`src/rtl/idft_mem_server_pkg.sv`:
```
`default_nettype none
// ============================================================================
// Module      : idft_mem_server_pkg
// Description : Shared widths, buffer depth and FSM encoding for the IDFT
//               memory server and its sample buffers.
// Revision    : 1.0 - initial release
// ============================================================================
package idft_mem_server_pkg;

    localparam int c_DW    = 32;
    localparam int c_AW    = 3;
    localparam int c_DEPTH = 2 ** c_AW;

    // Run-control FSM encoding
    localparam logic [1:0] c_ST_IDLE = 2'd0;
    localparam logic [1:0] c_ST_RUN  = 2'd1;
    localparam logic [1:0] c_ST_DONE = 2'd2;

endpackage : idft_mem_server_pkg
`default_nettype wire

```
`src/rtl/idft_sample_ram.sv`:
```
`default_nettype none
// ============================================================================
// Module      : idft_sample_ram
// Description : Simple dual-port sample buffer, one synchronous write port and
//               one registered, enabled read port. Read-during-write to the
//               same address returns the old contents.
// Revision    : 1.0 - initial release
// ============================================================================
module idft_sample_ram #(
    parameter int DW = 32,
    parameter int AW = 3
) (
    input  logic          clk,
    input  logic          rst,
    input  logic          we,
    input  logic [AW-1:0] waddr,
    input  logic [DW-1:0] wdata,
    input  logic          re,
    input  logic [AW-1:0] raddr,
    output logic [DW-1:0] rdata
);

    localparam int c_DEPTH = 2 ** AW;

    // Storage is deliberately left out of reset so buffered samples survive it
    logic [DW-1:0] r_mem [c_DEPTH];
    logic [DW-1:0] r_rdata;

    // Write port
    always_ff @(posedge clk) begin
        if (we) begin
            r_mem[waddr] <= wdata;
        end
    end

    // Registered read port; only the output register is cleared by reset
    always_ff @(posedge clk or negedge rst) begin
        if (!rst) begin
            r_rdata <= '0;
        end else if (re) begin
            r_rdata <= r_mem[raddr];
        end
    end

    assign rdata = r_rdata;

endmodule : idft_sample_ram
`default_nettype wire

```
`src/rtl/idft_mem_server.sv`:
```
`default_nettype none
// ============================================================================
// Module      : idft_mem_server
// Description : Memory-side responder for the IDFT core. Serves core reads
//               from the host-loaded input buffer with a data_ok pulse,
//               captures write-backs into the result buffer, runs the core
//               and flags protocol errors.
// Revision    : 1.0 - initial release
// ============================================================================
module idft_mem_server
    import idft_mem_server_pkg::*;
#(
    parameter int DW       = c_DW,
    parameter int AW       = c_AW,
    parameter int READ_LAT = 1
) (
    input  logic          clk,
    input  logic          rst,
    input  logic          host_we,
    input  logic [AW-1:0] host_addr,
    input  logic [DW-1:0] host_wdata_real,
    input  logic [DW-1:0] host_wdata_imag,
    input  logic          host_go,
    input  logic          host_ack,
    input  logic [AW-1:0] host_raddr,
    output logic [DW-1:0] host_rdata_real,
    output logic [DW-1:0] host_rdata_imag,
    output logic          busy,
    output logic          all_done,
    output logic          err,
    output logic          core_start,
    input  logic          core_done,
    input  logic          ri_real,
    input  logic          ri_imag,
    input  logic          wi_real,
    input  logic          wi_imag,
    input  logic [AW-1:0] addr_in,
    output logic          data_ok,
    output logic [DW-1:0] x_real_out,
    output logic [DW-1:0] x_imag_out,
    input  logic [DW-1:0] X_real_in,
    input  logic [DW-1:0] X_imag_in
);

    localparam logic [AW-1:0] c_LAST_ADDR = {AW{1'b1}};

    logic [1:0]          r_state;
    logic [READ_LAT-1:0] r_lat_sr;
    logic [AW-1:0]       r_req_addr;
    logic [AW-1:0]       r_wr_count;
    logic                r_wr_wrap;
    logic                r_err;
    logic                r_data_ok;

    logic          w_run;
    logic          w_host_wr;
    logic          w_rd_req;
    logic          w_pending;
    logic          w_rd_accept;
    logic          w_rd_drop;
    logic          w_rd_bad;
    logic          w_resp;
    logic          w_wb;
    logic          w_wb_bad;
    logic          w_launch;
    logic          w_finish;
    logic [AW-1:0] w_wr_count_nxt;
    logic          w_wrap_nxt;
    logic          w_count_bad;

    assign w_run       = (r_state == c_ST_RUN);
    assign w_host_wr   = host_we & ((r_state == c_ST_IDLE) | (r_state == c_ST_DONE));
    assign w_rd_req    = w_run & ri_real & ri_imag;
    assign w_pending   = |r_lat_sr;
    assign w_rd_accept = w_rd_req & ~w_pending;
    assign w_rd_drop   = w_rd_req & w_pending;
    assign w_rd_bad    = w_run & (ri_real ^ ri_imag);
    assign w_resp      = w_run & r_lat_sr[READ_LAT-1];
    assign w_wb        = w_run & wi_real & wi_imag;
    assign w_wb_bad    = w_run & (wi_real ^ wi_imag);
    assign w_launch    = (r_state == c_ST_IDLE) & host_go;
    assign w_finish    = w_run & core_done;

    // A full pass is a wrap of the write counter back to zero; a write landing
    // on the same edge as core_done still counts towards the pass.
    assign w_wr_count_nxt = r_wr_count + AW'(w_wb);
    assign w_wrap_nxt     = r_wr_wrap | (w_wb & (r_wr_count == c_LAST_ADDR));
    assign w_count_bad    = ~(w_wrap_nxt & (w_wr_count_nxt == '0));

    // Run-control FSM
    always_ff @(posedge clk or negedge rst) begin
        if (!rst) begin
            r_state <= c_ST_IDLE;
        end else begin
            case (r_state)
                c_ST_IDLE: if (host_go)   r_state <= c_ST_RUN;
                c_ST_RUN:  if (core_done) r_state <= c_ST_DONE;
                c_ST_DONE: if (host_ack)  r_state <= c_ST_IDLE;
                default:                  r_state <= c_ST_IDLE;
            endcase
        end
    end

    // Read-request latency pipe; a set bit anywhere means a request is in flight
    always_ff @(posedge clk or negedge rst) begin
        if (!rst) begin
            r_lat_sr   <= '0;
            r_req_addr <= '0;
            r_data_ok  <= 1'b0;
        end else begin
            r_data_ok <= w_resp;
            if (w_run) begin
                r_lat_sr <= (r_lat_sr << 1) | READ_LAT'(w_rd_accept);
            end else begin
                r_lat_sr <= '0;
            end
            if (w_rd_accept) begin
                r_req_addr <= addr_in;
            end
        end
    end

    // Write-back counter and sticky protocol error flag
    always_ff @(posedge clk or negedge rst) begin
        if (!rst) begin
            r_wr_count <= '0;
            r_wr_wrap  <= 1'b0;
            r_err      <= 1'b0;
        end else begin
            if (w_launch) begin
                r_wr_count <= '0;
                r_wr_wrap  <= 1'b0;
            end else begin
                r_wr_count <= w_wr_count_nxt;
                r_wr_wrap  <= w_wrap_nxt;
            end
            r_err <= r_err | w_rd_drop | w_rd_bad | w_wb_bad | (w_finish & w_count_bad);
        end
    end

    assign busy       = w_run;
    assign core_start = w_run;
    assign all_done   = (r_state == c_ST_DONE);
    assign err        = r_err;
    assign data_ok    = r_data_ok;

    // Input buffer: host writes, core reads (read register doubles as x_*_out)
    idft_sample_ram #(.DW(DW), .AW(AW)) u_in_real (
        .clk   (clk),
        .rst   (rst),
        .we    (w_host_wr),
        .waddr (host_addr),
        .wdata (host_wdata_real),
        .re    (w_resp),
        .raddr (r_req_addr),
        .rdata (x_real_out)
    );

    idft_sample_ram #(.DW(DW), .AW(AW)) u_in_imag (
        .clk   (clk),
        .rst   (rst),
        .we    (w_host_wr),
        .waddr (host_addr),
        .wdata (host_wdata_imag),
        .re    (w_resp),
        .raddr (r_req_addr),
        .rdata (x_imag_out)
    );

    // Result buffer: core writes back, host reads at any time
    idft_sample_ram #(.DW(DW), .AW(AW)) u_res_real (
        .clk   (clk),
        .rst   (rst),
        .we    (w_wb),
        .waddr (addr_in),
        .wdata (X_real_in),
        .re    (1'b1),
        .raddr (host_raddr),
        .rdata (host_rdata_real)
    );

    idft_sample_ram #(.DW(DW), .AW(AW)) u_res_imag (
        .clk   (clk),
        .rst   (rst),
        .we    (w_wb),
        .waddr (addr_in),
        .wdata (X_imag_in),
        .re    (1'b1),
        .raddr (host_raddr),
        .rdata (host_rdata_imag)
    );

endmodule : idft_mem_server
`default_nettype wire

```
`config.mk`:
```
export PLATFORM = sky130hd
export DESIGN_NAME = idft_mem_server
export DESIGN_NICKNAME = d
export VERILOG_FILES = /design/src/rtl/idft_mem_server_pkg.sv /design/src/rtl/idft_sample_ram.sv /design/src/rtl/idft_mem_server.sv
export SDC_FILE = /design/constraint.sdc
export NUM_CORES = 1
export LEC_CHECK = 0
export BUFFER_PORTS_ARGS = -buffer_cell sky130_fd_sc_hd__buf_2
export CORE_MARGIN = 5
export CORE_UTILIZATION = 35
export CTS_CLUSTER_DIAMETER = 40
export DETAILED_ROUTE_END_ITERATION = 8
export HOLD_SLACK_MARGIN = 0.08
export SLEW_MARGIN = 40
export SYNTH_ARGS = -nofsm -noshare
export SYNTH_HDL_FRONTEND = slang
export SYNTH_SLANG_ARGS = --single-unit
```
`constraint.sdc`:
```
create_clock -name clk -period 11.8 [get_ports clk]
set_input_delay 0.59 -clock clk [delete_from_list [all_inputs] [get_ports clk]]
set_output_delay 0.59 -clock clk [all_outputs]
set_load 0.02 [all_outputs]
```
==> metrics.log <==
[metrics] clock-pin slew reported for the worst setup and hold paths after clock tree synthesis: 60 ps
[metrics] die footprint: 129000 um^2
[metrics] hold buffers post-CTS: 129
[metrics] clock buffers created by TritonCTS: 147
[metrics] Worst Clk Skew: 25.5 ps
[metrics] ranking of synthesized cells by instance count: sky130_fd_sc_hd__edfxtp_1, sky130_fd_sc_hd__mux4_2, sky130_fd_sc_hd__dfrtp_1
[metrics] maximum VDD drop: 0.177 mV
[metrics] Syn. warnings: 0
[metrics] count of mapped cells out of synthesis: 1819
[metrics] shortest clock period the worst path allows after layout: 3100 ps
[metrics] num ports: 280
[metrics] antenna violations before repair: 12
[metrics] Power per Cell Area: 213 nW/um^2
[metrics] PortBufs: 279
[metrics] total number of H-tree levels: 4
[metrics] Critical Path End Type: flop
[metrics] Crit. path cell count: 5
[metrics] final weighted congestion in routability-driven placement: 0.704
[metrics] distinct cell type count after synthesis: 31
[metrics] first-pass GRT wire length: 144000 um
[metrics] final hold viol count: 0
[metrics] Slew HR: 45.6%
[metrics] non-filler instance count after layout: 4084
[metrics] maximum clock rate: 323 MHz
[metrics] total track usage: 14.9%
[metrics] area delta synth->final: 23.6%
[metrics] post-cts resize count: 0
[metrics] remaining number of nets flagged by the antenna check after routing: 0
[metrics] RSZ-0062 raised after global routing: false
[metrics] CTS tree: done
[metrics] ranking of synthesized cells by area: sky130_fd_sc_hd__edfxtp_1, sky130_fd_sc_hd__mux4_2, sky130_fd_sc_hd__dfrtp_1
[metrics] via density per instance: 4.95
[metrics] violation count after the first detailed-route iteration: 1366
[metrics] crit-path cells: nor2b_1 > nand2_4 > buf_4 > nand2_1 > o21ai_0
[metrics] # Max-Cap Violations: 0
[metrics] Die H: 360 um
[metrics] via count of the first global-routing pass: 22067
[metrics] final slew viol count: 0
[metrics] top-area cell type share of the netlist area: 71.9%
[metrics] number of enable flip-flop cells after synthesis: 1024
[metrics] fraction of the yosys area taken by sequential cells: 80.1%
[metrics] GRT Residual Overflow: 0
[metrics] crit start category: flop
[metrics] DP Cell Count: 3676
[metrics] final hold slack: 173 ps
[metrics] pin count of the biggest net entering global routing: 78
[metrics] fraction of layout cells with a size suffix above 1: 37.2%
[metrics] class of the worst hold path: in2reg
[metrics] synthesis-stage register bit count: 1164
[metrics] signal arrival time at the worst endpoint: 3680 ps
[metrics] Starting Density: 35.2%
[metrics] Netlist Area Pre-Place: 42800 um^2
[metrics] Final Routed Wirelength: 96800 um
[metrics] largest stage delay on the critical path: 720 ps
[metrics] worst-case clock buffer depth: 3
[metrics] transition time of the tightest slew-check pin: 816 ps
[metrics] setup repair bufs after CTS: 0
[metrics] total negative slack for setup checks: 0 ps
[metrics] clock net sink count: 1164
[metrics] half-perimeter wire length of the detailed placement result: 54100 um
[metrics] slowest stage cell, crit path: sky130_fd_sc_hd__dfrtp_1
[metrics] routed vias: 20227
[metrics] Site Rows: 128
[metrics] period utilization: 26.3%
[metrics] total of endpoints with negative setup slack in the final report: 0
[metrics] placement-stage worst setup slack: 8730 ps
[metrics] maximum fanout count along the critical path: 68
[metrics] Nets: 2479
[metrics] setup slack of the critical path after layout: 8700 ps
[metrics] most frequently used flop master after synthesis: sky130_fd_sc_hd__edfxtp_1
[metrics] average cell area after synthesis: 23.5 um^2
[metrics] root buf cell: sky130_fd_sc_hd__clkbuf_16
[metrics] static power due to leakage: 0.0181 uW
[metrics] post-synth net total: 1968
[metrics] # DRC: 0
[metrics] Worst-Skew Late Latency: 750 ps
[metrics] floorplan die width: 360 um
[metrics] cell depth of the worst min-delay path: 1
[metrics] CP delay by family, top: simple AND/OR/NAND/NOR gates
[metrics] Buf/Inv on CP: 1
[metrics] Synth area leader: sky130_fd_sc_hd__edfxtp_1
[metrics] share of flip-flops with an asynchronous set or reset after synthesis: 12.0%
[metrics] required time of the worst setup path: 12380 ps
[metrics] DR WL/cell: 23.7 um
[metrics] most instantiated library cell after synthesis: sky130_fd_sc_hd__edfxtp_1
[metrics] core area: 122000 um^2
[metrics] first-pass iteration count of the detailed router: 5
[metrics] Setup CP Type: reg2reg
[metrics] length in cells of the worst reg-to-reg path: 5
[metrics] outcome: finished, final reports clean
## path summary, 6_finish.rpt
kind	from	to	slack [ps]
min in group asynchronous	rst	u_res_imag.rdata[3]	440
setup reg to reg	r_state[0]	u_in_imag.rdata[17]	8700
hold reg to reg	u_in_imag.rdata[27]	u_in_imag.rdata[27]	470
max in group asynchronous	rst	r_req_addr[0]	10080
hold / removal	X_real_in[29]	u_res_real.r_mem[0][29]	170
setup / recovery	r_state[0]	u_in_imag.rdata[17]	8700
## metal layers
metal | track usage [%] | routed length (um) | up-vias
li1 | - | - | 8623
met4 | 3.90 | 1710 | 6
met2 | 24.8 | 47700 | 681
met5 | 0 | 40 | -
met1 | 19.2 | 40000 | 10772
met3 | 4.44 | 7310 | 145
## cells in the final DEF, fill, tap and decap left out, types with 2 or more instances in the layout
cell	Yosys	layout
sky130_fd_sc_hd__dfrtp_1	140	137
sky130_fd_sc_hd__dlygate4sd3_1	0	129
sky130_fd_sc_hd__clkinv_4	0	15
sky130_fd_sc_hd__diode_2	0	6
sky130_fd_sc_hd__clkbuf_1	25	18
sky130_fd_sc_hd__nor2_1	12	3
sky130_fd_sc_hd__clkinv_1	0	5
sky130_fd_sc_hd__nor2_4	0	9
sky130_fd_sc_hd__buf_6	11	14
sky130_fd_sc_hd__inv_6	0	14
sky130_fd_sc_hd__nand2b_1	5	5
sky130_fd_sc_hd__nand2_1	70	69
sky130_fd_sc_hd__buf_2	25	275
sky130_fd_sc_hd__mux2i_1	64	64
sky130_fd_sc_hd__ha_1	2	2
sky130_fd_sc_hd__o21ai_0	66	66
sky130_fd_sc_hd__mux4_2	256	256
sky130_fd_sc_hd__buf_16	0	4
sky130_fd_sc_hd__mux2_2	67	67
sky130_fd_sc_hd__dfrtp_4	0	3
sky130_fd_sc_hd__clkbuf_8	0	8
sky130_fd_sc_hd__clkinv_8	0	7
sky130_fd_sc_hd__edfxtp_1	1024	1024
sky130_fd_sc_hd__buf_4	16	24
sky130_fd_sc_hd__nor2b_1	5	5
sky130_fd_sc_hd__nor3_2	0	6
sky130_fd_sc_hd__clkinv_2	0	15
sky130_fd_sc_hd__inv_8	0	5
sky130_fd_sc_hd__clkinvlp_4	0	11
sky130_fd_sc_hd__bufinv_16	0	21
sky130_fd_sc_hd__clkbuf_16	0	153
## power breakdown
group          switching [uW]  leakage (uW)  total (uW)  internal (uW)
registers                 175        0.0109        4900           4720
clock network            1750       0.00253        4660           2910
logic                     920       0.00458        1680            759
total                    2850        0.0181       11200           8390
## stage by stage
step	area (um^2)	utilization, %	total power (uW)
3_5_place_dp	46300	38.1	6670
2_1_floorplan	42800	-	6090
6_report	52900	43.5	11200
3_3_place_gp	46100	38.0	6620
4_1_cts	52800	43.4	11400
5_1_grt	52800	43.5	11700
## cells by family after synthesis
logic type	count (synthesis)	synth area share, %
and+or+nand+nor	107	1.09
adders and majority gates	2	0.0585
muxes	387	16.7
xor gates and xnor gates	2	0.0410
AOI/OAI and AO/OA	69	0.822
buffers and inverters	88	1.18
DFF	1164	80.1
## layout make-up
class	instances	area, um^2
fill	10354	68700
sequential	1164	34300
multi-input combinational	567	8130
clock buffer	178	3980
timing repair buffer	449	3180
tap	1625	2030
clock inverter	94	1250
antenna	6	15.0
inverter	1	3.75
## flip-flops by register name, summed over array words and instances, names as in the netlist
name and flops:
r_wr_count 3, u_res_imag.r_mem 256, u_in_imag.rdata 32, r_state 2, r_lat_sr 1, u_res_real.rdata 32, u_in_real.r_mem 256, err 1
data_ok 1, u_res_real.r_mem 256, u_in_imag.r_mem 256, r_req_addr 3, u_res_imag.rdata 32, u_in_real.rdata 32, r_wr_wrap 1
(Power assumes the default switching activity.)
